## config.mk

```make
export PLATFORM = sky130hd
export DESIGN_NAME = minterm_lut_seq
export DESIGN_NICKNAME = d
export VERILOG_FILES = /design/src/rtl/minterm_lut_pkg.sv /design/src/rtl/minterm_eval_stage.sv /design/src/rtl/minterm_lut_seq.sv
export SDC_FILE = /design/constraint.sdc
export NUM_CORES = 1
export LEC_CHECK = 0
export BUFFER_PORTS_ARGS = -buffer_cell sky130_fd_sc_hd__buf_2
export CAP_MARGIN = 15
export CORE_UTILIZATION = 63
export DETAILED_ROUTE_END_ITERATION = 7
export GPL_TIMING_DRIVEN = 0
export PLACE_DENSITY = 0.83
export SYNTH_ARGS = -nofsm -noshare
export SYNTH_HDL_FRONTEND = slang
export SYNTH_SLANG_ARGS = --single-unit
```

## constraint.sdc

```tcl
create_clock -name clk -period 5.3 [get_ports clk]
set_input_delay 1.06 -clock clk [delete_from_list [all_inputs] [get_ports clk]]
set_output_delay 1.06 -clock clk [all_outputs]
set_load 0.03 [all_outputs]
```

## src/rtl/minterm_lut_pkg.sv

```systemverilog
// Shared types and constants for the runtime-reloadable minterm lookup table.
package minterm_lut_pkg;

  typedef enum logic [1:0] {
    IDLE  = 2'd0,
    LOAD  = 2'd1,
    SWEEP = 2'd2
  } lut_state_t;

  localparam int          DEF_N_IN    = 4;
  // On-set {0,1,8,9,10,11,12,14,15}
  localparam logic [15:0] DEF_INIT_TT = 16'hDF03;

  // Number of minterms (truth-table bits) for an n-input function
  function automatic int tt_width(input int n);
    return 1 << n;
  endfunction

endpackage

```

## src/rtl/minterm_eval_stage.sv

```systemverilog
// One-deep registered valid/ready slot holding the evaluated function value.
module minterm_eval_stage
  import minterm_lut_pkg::*;
(
  input  logic clk,
  input  logic rst,
  input  logic en,
  input  logic in_valid,
  input  logic f_p0,
  input  logic out_ready,
  output logic in_ready,
  output logic out_valid,
  output logic out_f
);

  logic vld_p1;
  logic f_p1;
  logic accept;

  // The slot can take a new request when it is empty or is being drained this cycle
  assign in_ready = en && (!vld_p1 || out_ready);
  assign accept   = in_valid && in_ready;

  // ---- stage p0 -> p1: capture the looked-up bit, hold it while stalled ----
  always_ff @(posedge clk) begin
    if (rst) begin
      vld_p1 <= 1'b0;
      f_p1   <= 1'b0;
    end else if (accept) begin
      vld_p1 <= 1'b1;
      f_p1   <= f_p0;
    end else if (out_ready) begin
      vld_p1 <= 1'b0;
    end
  end

  assign out_valid = vld_p1;
  assign out_f     = f_p1;

endmodule

```

## src/rtl/minterm_lut_seq.sv

```systemverilog
// N_IN-input Boolean function held as a truth table, with serial atomic reload,
// registered evaluation and an on-set counting sweep.
module minterm_lut_seq
  import minterm_lut_pkg::*;
#(
  parameter int                          N_IN    = DEF_N_IN,
  parameter logic [tt_width(N_IN)-1:0]   INIT_TT = DEF_INIT_TT
) (
  input  logic            clk,
  input  logic            rst,
  input  logic            load_valid,
  input  logic            load_bit,
  output logic            load_ready,
  input  logic            in_valid,
  input  logic [N_IN-1:0] in_vars,
  output logic            in_ready,
  output logic            out_valid,
  output logic            out_f,
  input  logic            out_ready,
  input  logic            sweep_start,
  output logic            sweep_busy,
  output logic            sweep_done,
  output logic [N_IN:0]   sweep_count
);

  localparam int              TT_W     = tt_width(N_IN);
  localparam logic [N_IN-1:0] LAST_IDX = N_IN'(TT_W - 1);

  lut_state_t       state_q, state_d;
  logic [TT_W-1:0]  table_q;
  logic [TT_W-1:0]  shadow_q;
  logic [TT_W-1:0]  shadow_wr;
  logic [N_IN-1:0]  load_idx_q;
  logic [N_IN-1:0]  sweep_idx_q;
  logic [N_IN:0]    acc_q;
  logic [N_IN:0]    acc_sum;
  logic [N_IN:0]    sweep_count_q;
  logic             sweep_done_q;
  logic             load_acc;
  logic             load_last;
  logic             sweep_last;
  logic             eval_en;
  logic             f_p0;

  assign load_acc   = load_valid && load_ready;
  assign load_last  = load_acc && (load_idx_q == LAST_IDX);
  assign sweep_last = (state_q == SWEEP) && (sweep_idx_q == LAST_IDX);

  // Shadow image including the beat arriving this cycle, so the commit sees it
  always_comb begin
    shadow_wr             = shadow_q;
    shadow_wr[load_idx_q] = load_bit;
  end

  assign acc_sum = acc_q + (N_IN+1)'(table_q[sweep_idx_q]);

  // FSM state register
  always_ff @(posedge clk) begin
    if (rst) state_q <= IDLE;
    else     state_q <= state_d;
  end

  // FSM next-state: a sweep request beats a simultaneous load beat in IDLE
  always_comb begin
    state_d = state_q;
    case (state_q)
      IDLE: begin
        if (sweep_start)   state_d = SWEEP;
        else if (load_acc) state_d = LOAD;
      end
      LOAD: begin
        if (load_last) state_d = IDLE;
      end
      SWEEP: begin
        if (sweep_last) state_d = IDLE;
      end
      default: state_d = IDLE;
    endcase
  end

  // FSM outputs: load handshake, busy flag and evaluation gating
  always_comb begin
    load_ready = 1'b0;
    sweep_busy = 1'b0;
    eval_en    = 1'b1;
    case (state_q)
      IDLE:  load_ready = !sweep_start;
      LOAD:  load_ready = 1'b1;
      SWEEP: begin
        sweep_busy = 1'b1;
        eval_en    = 1'b0;
      end
      default: ;
    endcase
  end

  // Serial load into the shadow; the live table only changes on the final beat
  always_ff @(posedge clk) begin
    if (rst) begin
      table_q    <= INIT_TT;
      shadow_q   <= '0;
      load_idx_q <= '0;
    end else if (load_acc) begin
      shadow_q <= shadow_wr;
      if (load_last) begin
        table_q    <= shadow_wr;
        load_idx_q <= '0;
      end else begin
        load_idx_q <= load_idx_q + 1'b1;
      end
    end
  end

  // On-set sweep: one minterm per cycle, result published on the last one
  always_ff @(posedge clk) begin
    if (rst) begin
      sweep_idx_q   <= '0;
      acc_q         <= '0;
      sweep_count_q <= '0;
      sweep_done_q  <= 1'b0;
    end else begin
      sweep_done_q <= sweep_last;
      if (state_q == SWEEP) begin
        if (sweep_last) begin
          sweep_count_q <= acc_sum;
          acc_q         <= '0;
          sweep_idx_q   <= '0;
        end else begin
          acc_q       <= acc_sum;
          sweep_idx_q <= sweep_idx_q + 1'b1;
        end
      end
    end
  end

  assign sweep_done  = sweep_done_q;
  assign sweep_count = sweep_count_q;

  // ---- stage p0: combinational lookup in the committed table ----
  assign f_p0 = table_q[in_vars];

  minterm_eval_stage u_eval (
    .clk       (clk),
    .rst       (rst),
    .en        (eval_en),
    .in_valid  (in_valid),
    .f_p0      (f_p0),
    .out_ready (out_ready),
    .in_ready  (in_ready),
    .out_valid (out_valid),
    .out_f     (out_f)
  );

endmodule

```

-- Word level (Yosys, flattened, before mapping)
Cells that the tools add are included.
- add/sub/neg operators: 3
- order comparisons: 4
- eq/ne operators: 7
- mux-type cells: 20
- reduce and logical (&&, ||, !) cells: 14
- operators by type and width (operator ; count):
    16-bit bitwise mux ; 1
    4-bit by 5-bit < comparator with 1-bit output (second input constant) ; 3
    4-bit by 1-bit adder with 4-bit output (second input constant) ; 2
    1-bit binary-select mux with 4-bit select ; 2
    4-bit equality test (second input constant) ; 2
    2-bit two-way mux ; 4
    4-bit two-way mux ; 2
    1-bit two-way mux ; 7
    1-bit logical AND ; 6
    2-bit one-hot mux with 3 select lines ; 1
    5-bit by 1-bit adder with 5-bit output ; 1
    5-bit two-way mux ; 1
    1-bit demux with 4-bit select ; 1
    4-bit by 1-bit greater-or-equal comparator with 1-bit output (second input constant) ; 1
    2-bit inequality test (second input constant) ; 2
    2-bit AND reduction ; 2
    3-bit inequality test (second input constant) ; 1
    3-bit AND reduction ; 1
    2-bit by 1-bit equality test with 1-bit output (second input constant) ; 1
    2-bit equality test (second input constant) ; 1
    1-bit logical NOT ; 2
    2-bit logical NOT ; 1
    1-bit one-hot mux with 2 select lines ; 1
    2-bit nonzero test ; 1
    1-bit logical OR ; 1
- flip-flop bits (word level): 55
- input port bits: 11

-- Longest topological paths before layout
Gate-level depths: netlist of the first run.
- depth after elaboration: 6
- depth in mapped cells: 9
- mapped depth without buffers: 8

-- Cells and area by module
Synthesis of the first run repeated with hierarchy kept, for this count alone.
- cell total of the unflattened synthesis: 284
- area, all modules: 2622.5 um^2
- modules (own cells, without submodules) (module ; instances ; cells an instance ; area an instance (um^2) ; seq. area each (um^2)):
    minterm_lut_seq ; 1 ; 274 ; 2527.4 ; 1041.0
    minterm_eval_stage ; 1 ; 10 ; 95.1 ; 40.0

-- Worst setup path after synthesis of the first run
Ideal clock, no wire load.
- path kind: input to output
- start point: input port sweep_start
- end point: output port load_ready
- data arrival time: 1557 ps
- path slack: 2683 ps
- cell stages on the path: 3
- cells stage by stage: nand2b_1 -> buf_2 -> and2_1
- word-level cells in the longest chain between the ends: 2
- ends and longest elaborated chain (item ; line ; source):
    start: declaration ; minterm_lut_seq.sv:20 ; input logic sweep_start,
    1-bit logical NOT ; minterm_lut_seq.sv:87 ; IDLE: load_ready = !sweep_start;
    1-bit one-hot mux with 2 select lines ; minterm_lut_seq.sv:86 ; case (state_q)
    end: declaration ; minterm_lut_seq.sv:13 ; output logic load_ready,
No other way between the ends.

-- Final worst setup path of the first run
Ends and elaborated chain as after synthesis.

==> results of run 1 <==
## cell usage after synthesis, types with 3 or more instances
| cell | count |
|---|---|
| a211oi_1 | 22 |
| a21oi_1 | 13 |
| a22oi_1 | 3 |
| a31oi_1 | 4 |
| and3_1 | 3 |
| buf_2 | 5 |
| buf_6 | 3 |
| clkbuf_1 | 13 |
| dfxtp_1 | 54 |
| ha_1 | 7 |
| inv_1 | 5 |
| mux2i_1 | 23 |
| mux4_2 | 5 |
| nand2_1 | 29 |
| nand2b_1 | 4 |
| nand3_1 | 10 |
| nand3b_1 | 5 |
| nand4_1 | 3 |
| nor2_1 | 38 |
| nor3_1 | 3 |
| o211ai_1 | 9 |
| o21ai_0 | 5 |
| xnor2_1 | 3 |
## per-stage QoR
stage,hold WS [ps],setup slack (ps),cells,utilization
detailed placement,451,2520,358,0.696
global placement,443,2530,358,0.696
global route,503,2380,366,0.719
CTS,465,2510,366,0.719
floorplan,436,2680,291,-
finish,464,2520,366,0.719
## power breakdown
group | switching [W] | total [W] | internal (W)
Combinational | 0.0000779 | 0.000123 | 0.0000455
Sequential | 0.0000113 | 0.000434 | 0.000423
Clock | 0.000130 | 0.000236 | 0.000106
## path summary, 6_finish.rpt
check        cells after the start                         from                    end
max                              5                  sweep_start             load_ready
min                              2        acc_q[0]$_SDFFE_PP0P_  acc_q[0]$_SDFFE_PP0P_
max reg2reg                      9  sweep_idx_q[0]$_SDFFE_PP0P_  acc_q[4]$_SDFFE_PP0P_
min reg2reg                      2        acc_q[0]$_SDFFE_PP0P_  acc_q[0]$_SDFFE_PP0P_
## routing by layer
| metal | global-route usage | vias to the layer above | wire, um |
|---|---|---|---|
| met1 | 0.320 | 1003 | 2480 |
| met2 | 0.448 | 53 | 2710 |
| met5 | 0 | - | 0 |
| li1 | - | 1089 | - |
| met3 | 0.0599 | 17 | 237 |
| met4 | 0.138 | 0 | 149 |
## layout make-up
type	instances	area, um^2
multi-input combinational	208	1430
fill	330	1130
sequential	54	1080
buffer	22	115
clock buffer	7	86.3
timing repair buffer	17	85.1
tap	50	62.6
inverter	7	26.3
clock inverter	1	5.00
## cell families after synthesis
family | Yosys count | synth area share
DFF | 54 | 0.407
and+or+nand+nor | 106 | 0.187
buffers and inverters | 29 | 0.0532
xor gates and xnor gates | 5 | 0.0165
AOI/OAI and AO/OA | 59 | 0.150
adders and majority gates | 7 | 0.0330
muxes | 31 | 0.153
## worst max-delay path, delay by kind of cell
family,cells,cell delay (ps)
AND/OR/NAND/NOR,2,200
buffers and inverters,3,460
## state kept, by name (all words and copies together), names as in the netlist
register	flops
acc_q	5
load_idx_q	4
shadow_q	15
state_q	2
sweep_count	5
sweep_done	1
sweep_idx_q	4
table_q	16
u_eval.out_f	1
u_eval.out_valid	1
==> results.sh, run 1 <==
export IMPL_ys_seq_elements=54
export IMPL_yosysUniqueCellTypes=40
export IMPL_antenna_found_initial=0
export IMPL_clk_pin_slew_ps=100
export IMPL_drt_initial_drc_count=127
export IMPL_crit_chain="buf_2 > nand2b_1 > buf_2 > and2_1 > buf_2"
export IMPL_placed_area_um2=2800
export IMPL_slew_headroom=0.591
export IMPL_fin_crit_sh=0.525
export IMPL_grt_max_degree=16
export IMPL_io_buffers=17
export IMPL_finalWirelength_mm=5.58
export IMPL_finClkSkew_ps=11.2
export IMPL_via_count=2162
export IMPL_drtPass1Iterations=4
export IMPL_cts_hold_buf=0
export IMPL_fin_crit_ps=2780
export IMPL_yosysSeqAreaShare=0.407
export IMPL_diodes=0
export IMPL_avgSynthCellArea_um2=9.13
export IMPL_grt_pass1_wl_mm=8.83
export IMPL_final_hold_viol_count=0
export IMPL_cts_buffer_depth=2
export IMPL_worst_pin_slew_ps=613
export IMPL_cts_setup_buffers=0
export IMPL_synth_edff_count=0
export IMPL_peakVddDrop_v=0.000183
export IMPL_htree_num_levels=2
export IMPL_netlist_instances=291
export IMPL_die_x_um=66.9
export IMPL_syn_area_um2=2660
export IMPL_wl_per_cell_um=15.2
export IMPL_maxCapViolCount=0
export IMPL_ys_async_sr_fraction=0
export IMPL_yosysWarnings=0
export IMPL_fp_dieH_um=66.9
export IMPL_ys_flop_type="dfxtp_1"
export IMPL_grt_usage=0.269
export IMPL_hold_path_class="register to register"
export IMPL_drive_gt1_frac=0.136
export IMPL_synth_top_area_share=0.407
export IMPL_numCtsBuffers=5
export IMPL_grt_ovfl_total=0
export IMPL_ios=22
export IMPL_cts_root_buf="clkbuf_8"
export IMPL_max_stage_delay_ps=180
export IMPL_clock_sinks=54
export IMPL_dp_hpwl_mm=4.03
export IMPL_critPathLaunchType="input port"
export IMPL_slew_viol_final=0
export IMPL_rows=23
export IMPL_antenna_left=0
export IMPL_grt_pass1_vias=1985
export IMPL_stdcell_area_um2=2900
export IMPL_dieArea_um2=4480
export IMPL_synth_area_leaders="dfxtp_1 (41%), mux2i_1 (8.7%), a211oi_1 (6.2%)"
export IMPL_core_area_um2=4030
export IMPL_setup_viol_count_final=0
export IMPL_end_kind="output pin"
export IMPL_cts_resized_gates=0
export IMPL_clk_insertion_delay_late_ps=310
export IMPL_cts_tree="built"
export IMPL_p_leak_nw=1.19
export IMPL_post_synth_top_area_cell="dfxtp_1"
export IMPL_final_common_cell="dfxtp_1"
export IMPL_fmax_ghz=0.359
export IMPL_fin_setup_tns_ps=0
export IMPL_crit_path_top_delay_cell="buf_2"
export IMPL_pwr_density_cell_nw_per_um2=274
export IMPL_path_max_fanout=8
export IMPL_globalplace_congestion=0.939
export IMPL_cp_required_ps=4240
export IMPL_drc=0
export IMPL_area_growth_syn_to_layout_pct=9.00
export IMPL_arrival_ps=1720
export IMPL_power_w=0.000794
export IMPL_initial_core_util=0.659
export IMPL_setup_worst_path_class="input port to output pin"
export IMPL_crit_top_cell="buf_2"
export IMPL_rrSetupSlack_ps=2750
export IMPL_vias_per_cell=5.91
export IMPL_status="complete, no violations"
export IMPL_most_common_layout_cells="dfxtp_1 (54), nor2_1 (38), nand2_1 (29)"
export IMPL_rsz0062_at_grt="no"
export IMPL_layout_nets=333
export IMPL_syn_nets=309
No activity file was read; power rests on OpenSTA's default activity.
==> run 2, diff against run 1 <==
CORE_UTILIZATION = 59   (was 63)
PLACE_DENSITY = 0.79   (was 0.83)
clock period = 2.8 ns   (was 5.3 ns; I/O delays follow)
==> run 2 against run 1 <==
Flip-flop and latch count unchanged. Combinational power increased by 89%. Final cell count up 0.27%. Setup slack worse by 2300 ps. Sequential share of layout area up 0.13 points.
==> results.sh, run 2 (same netlist as run 1, synthesis figures left out) <==
export IMPL_status="complete, no violations"
export IMPL_setup_viol_count_final=0
export IMPL_globalplace_congestion=0.900
export IMPL_regMostFlops="table_q"
export IMPL_core_area_um2=4350
export IMPL_drt_initial_drc_count=105
export IMPL_final_common_cell="dfxtp_1"
export IMPL_worst_slack_ps=247
export IMPL_grt_pass1_wl_mm=8.98
export IMPL_crit_top_cell="ha_1"
export IMPL_rr_endpoint="acc_q[4]$_SDFFE_PP0P_"
export IMPL_grt_usage=0.233
export IMPL_fin_setup_tns_ps=0
export IMPL_maxCapViolCount=0
export IMPL_clock_sinks=54
export IMPL_max_stage_delay_ps=560
export IMPL_cts_hold_buf=0
export IMPL_grt_pass1_vias=1978
export IMPL_initial_core_util=0.610
export IMPL_most_common_layout_cells="dfxtp_1 (54), nor2_1 (38), nand2_1 (29)"
export IMPL_grt_max_degree=16
export IMPL_end_kind="register"
export IMPL_placed_area_um2=2810
export IMPL_fin_crit_sh=0.912
export IMPL_pwr_density_cell_nw_per_um2=509
export IMPL_cp_top_family="multiplexers"
export IMPL_slew_viol_final=0
export IMPL_path_buf_inv=1
export IMPL_dieArea_um2=4770
export IMPL_cts_resized_gates=0
export IMPL_area_growth_syn_to_layout_pct=8.62
export IMPL_cts_root_buf="clkbuf_8"
export IMPL_rr_worst_depth=9
export IMPL_numCtsBuffers=5
export IMPL_fill_cells=360
export IMPL_peakVddDrop_v=0.000274
export IMPL_worst_pin_slew_ps=562
export IMPL_clk_pin_slew_ps=90
export IMPL_drtPass1Iterations=4
export IMPL_drive_gt1_frac=0.137
export IMPL_stdcell_area_um2=2890
export IMPL_vias_per_cell=5.80
export IMPL_p_leak_nw=1.19
export IMPL_wl_per_cell_um=14.9
export IMPL_die_x_um=69.1
export IMPL_holdWs_ps=479
export IMPL_endpoint="acc_q[4]$_SDFFE_PP0P_"
export IMPL_seqPwrFrac=0.560
export IMPL_finClkSkew_ps=8.76
export IMPL_antenna_left=0
export IMPL_rsz0062_at_grt="no"
export IMPL_io_buffers=17
export IMPL_hold_path_class="register to register"
export IMPL_ios=22
export IMPL_arrival_ps=2740
export IMPL_rows=24
export IMPL_switching_share=0.281
export IMPL_via_count=2130
export IMPL_fin_crit_ps=2550
export IMPL_diodes=0
export IMPL_largest_reg_flops=16
export IMPL_top_regs="table_q x16, shadow_q x15"
export IMPL_p_int_w=0.00106
export IMPL_crit_path_start="sweep_idx_q[0]$_SDFFE_PP0P_"
export IMPL_htree_num_levels=2
export IMPL_setup_worst_path_class="register to register"
export IMPL_dp_hpwl_mm=3.94
export IMPL_cts_setup_buffers=0
export IMPL_crit_path_top_delay_cell="mux4_1"
export IMPL_final_hold_viol_count=0
export IMPL_pre_cts_slack_ps=275
export IMPL_cp_num_cells=9
export IMPL_finalWirelength_mm=5.47
export IMPL_cp_required_ps=2990
export IMPL_drc=0
export IMPL_clk_insertion_delay_late_ps=310
export IMPL_p_sw_w=0.000413
export IMPL_rrSetupSlack_ps=250
export IMPL_antenna_found_initial=0
export IMPL_fp_dieH_um=69.1
export IMPL_crit_chain="buf_6 > mux4_1 > mux4_2 > ha_1 > ha_1 > nand3_1 > xnor2_1 > a22oi_1 > nor2_1"
export IMPL_pwr_share_clk=0.282
export IMPL_critPathLaunchType="register"
export IMPL_slew_headroom=0.625
export IMPL_path_max_fanout=8
export IMPL_r2r_start="sweep_idx_q[0]$_SDFFE_PP0P_"
export IMPL_grt_ovfl_total=0
export IMPL_cts_buffer_depth=2
export IMPL_comb_power_share=0.158
export IMPL_power_w=0.00147
export IMPL_cts_tree="built"
export IMPL_fmax_ghz=0.392
export IMPL_layout_nets=333
==> run 2: cell count changes in the layout (fill, tap and decap cells not counted), sizes merged <==
cell    change
clkbuf      -2
clkinv      +1
==> run 2: layer usage <==
layer	up-vias	global-route usage	share of wire
met5	-	0	0
met3	6	0.0482	0.029
met4	0	0.0612	0.0088
li1	1095	-	-
met2	34	0.399	0.49
met1	995	0.299	0.47
==> run 2: how the worst min path moves through the flow <==
stage | startpoint | endpoint | slack (ps) | cells after the start
final | sweep_count[3]$_SDFFE_PP0P_ | sweep_count[3]$_SDFFE_PP0P_ | 480 | 2
after global routing | acc_q[0]$_SDFFE_PP0P_ | acc_q[0]$_SDFFE_PP0P_ | 500 | 2
after CTS | sweep_count[3]$_SDFFE_PP0P_ | sweep_count[3]$_SDFFE_PP0P_ | 480 | 2
after detailed placement | sweep_count[3]$_SDFFE_PP0P_ | sweep_count[3]$_SDFFE_PP0P_ | 470 | 2
after global placement | acc_q[0]$_SDFFE_PP0P_ | acc_q[0]$_SDFFE_PP0P_ | 440 | 2
after floorplan | acc_q[0]$_SDFFE_PP0P_ | acc_q[0]$_SDFFE_PP0P_ | 440 | 2
==> run 2: power groups by stage <==
stage / Sequential, W / Combinational, W / Clock (W)
finish: 0.000822 / 0.000232 / 0.000414
global route: 0.000827 / 0.000254 / 0.000450
CTS: 0.000822 / 0.000231 / 0.000420
detailed placement: 0.000840 / 0.000230 / 0
global placement: 0.000838 / 0.000225 / 0
floorplan: 0.000841 / 0.000169 / 0
==> run 2: tightest hold or removal path, stage by stage, from the launching register on <==
cell,delay [ps]
dfxtp_1,310
o21ai_0,60
a21oi_1,60
==> run 2: area by class of cell <==
class / count / area (um^2) / area share
buffer: 22 / 115 / 0.0399
timing repair buffer: 17 / 85.1 / 0.0295
multi-input combinational: 208 / 1430 / 0.497
tap: 52 / 65.1 / 0.0225
sequential: 54 / 1080 / 0.375
clock inverter: 2 / 10.0 / 0.00347
clock buffer: 5 / 68.8 / 0.0239
inverter: 7 / 26.3 / 0.00911
==> run 2: per-stage QoR <==
stage                util  std cells
global placement    0.645        360
floorplan               -        291
global route        0.663        367
finish              0.663        367
CTS                 0.663        367
detailed placement  0.645        360
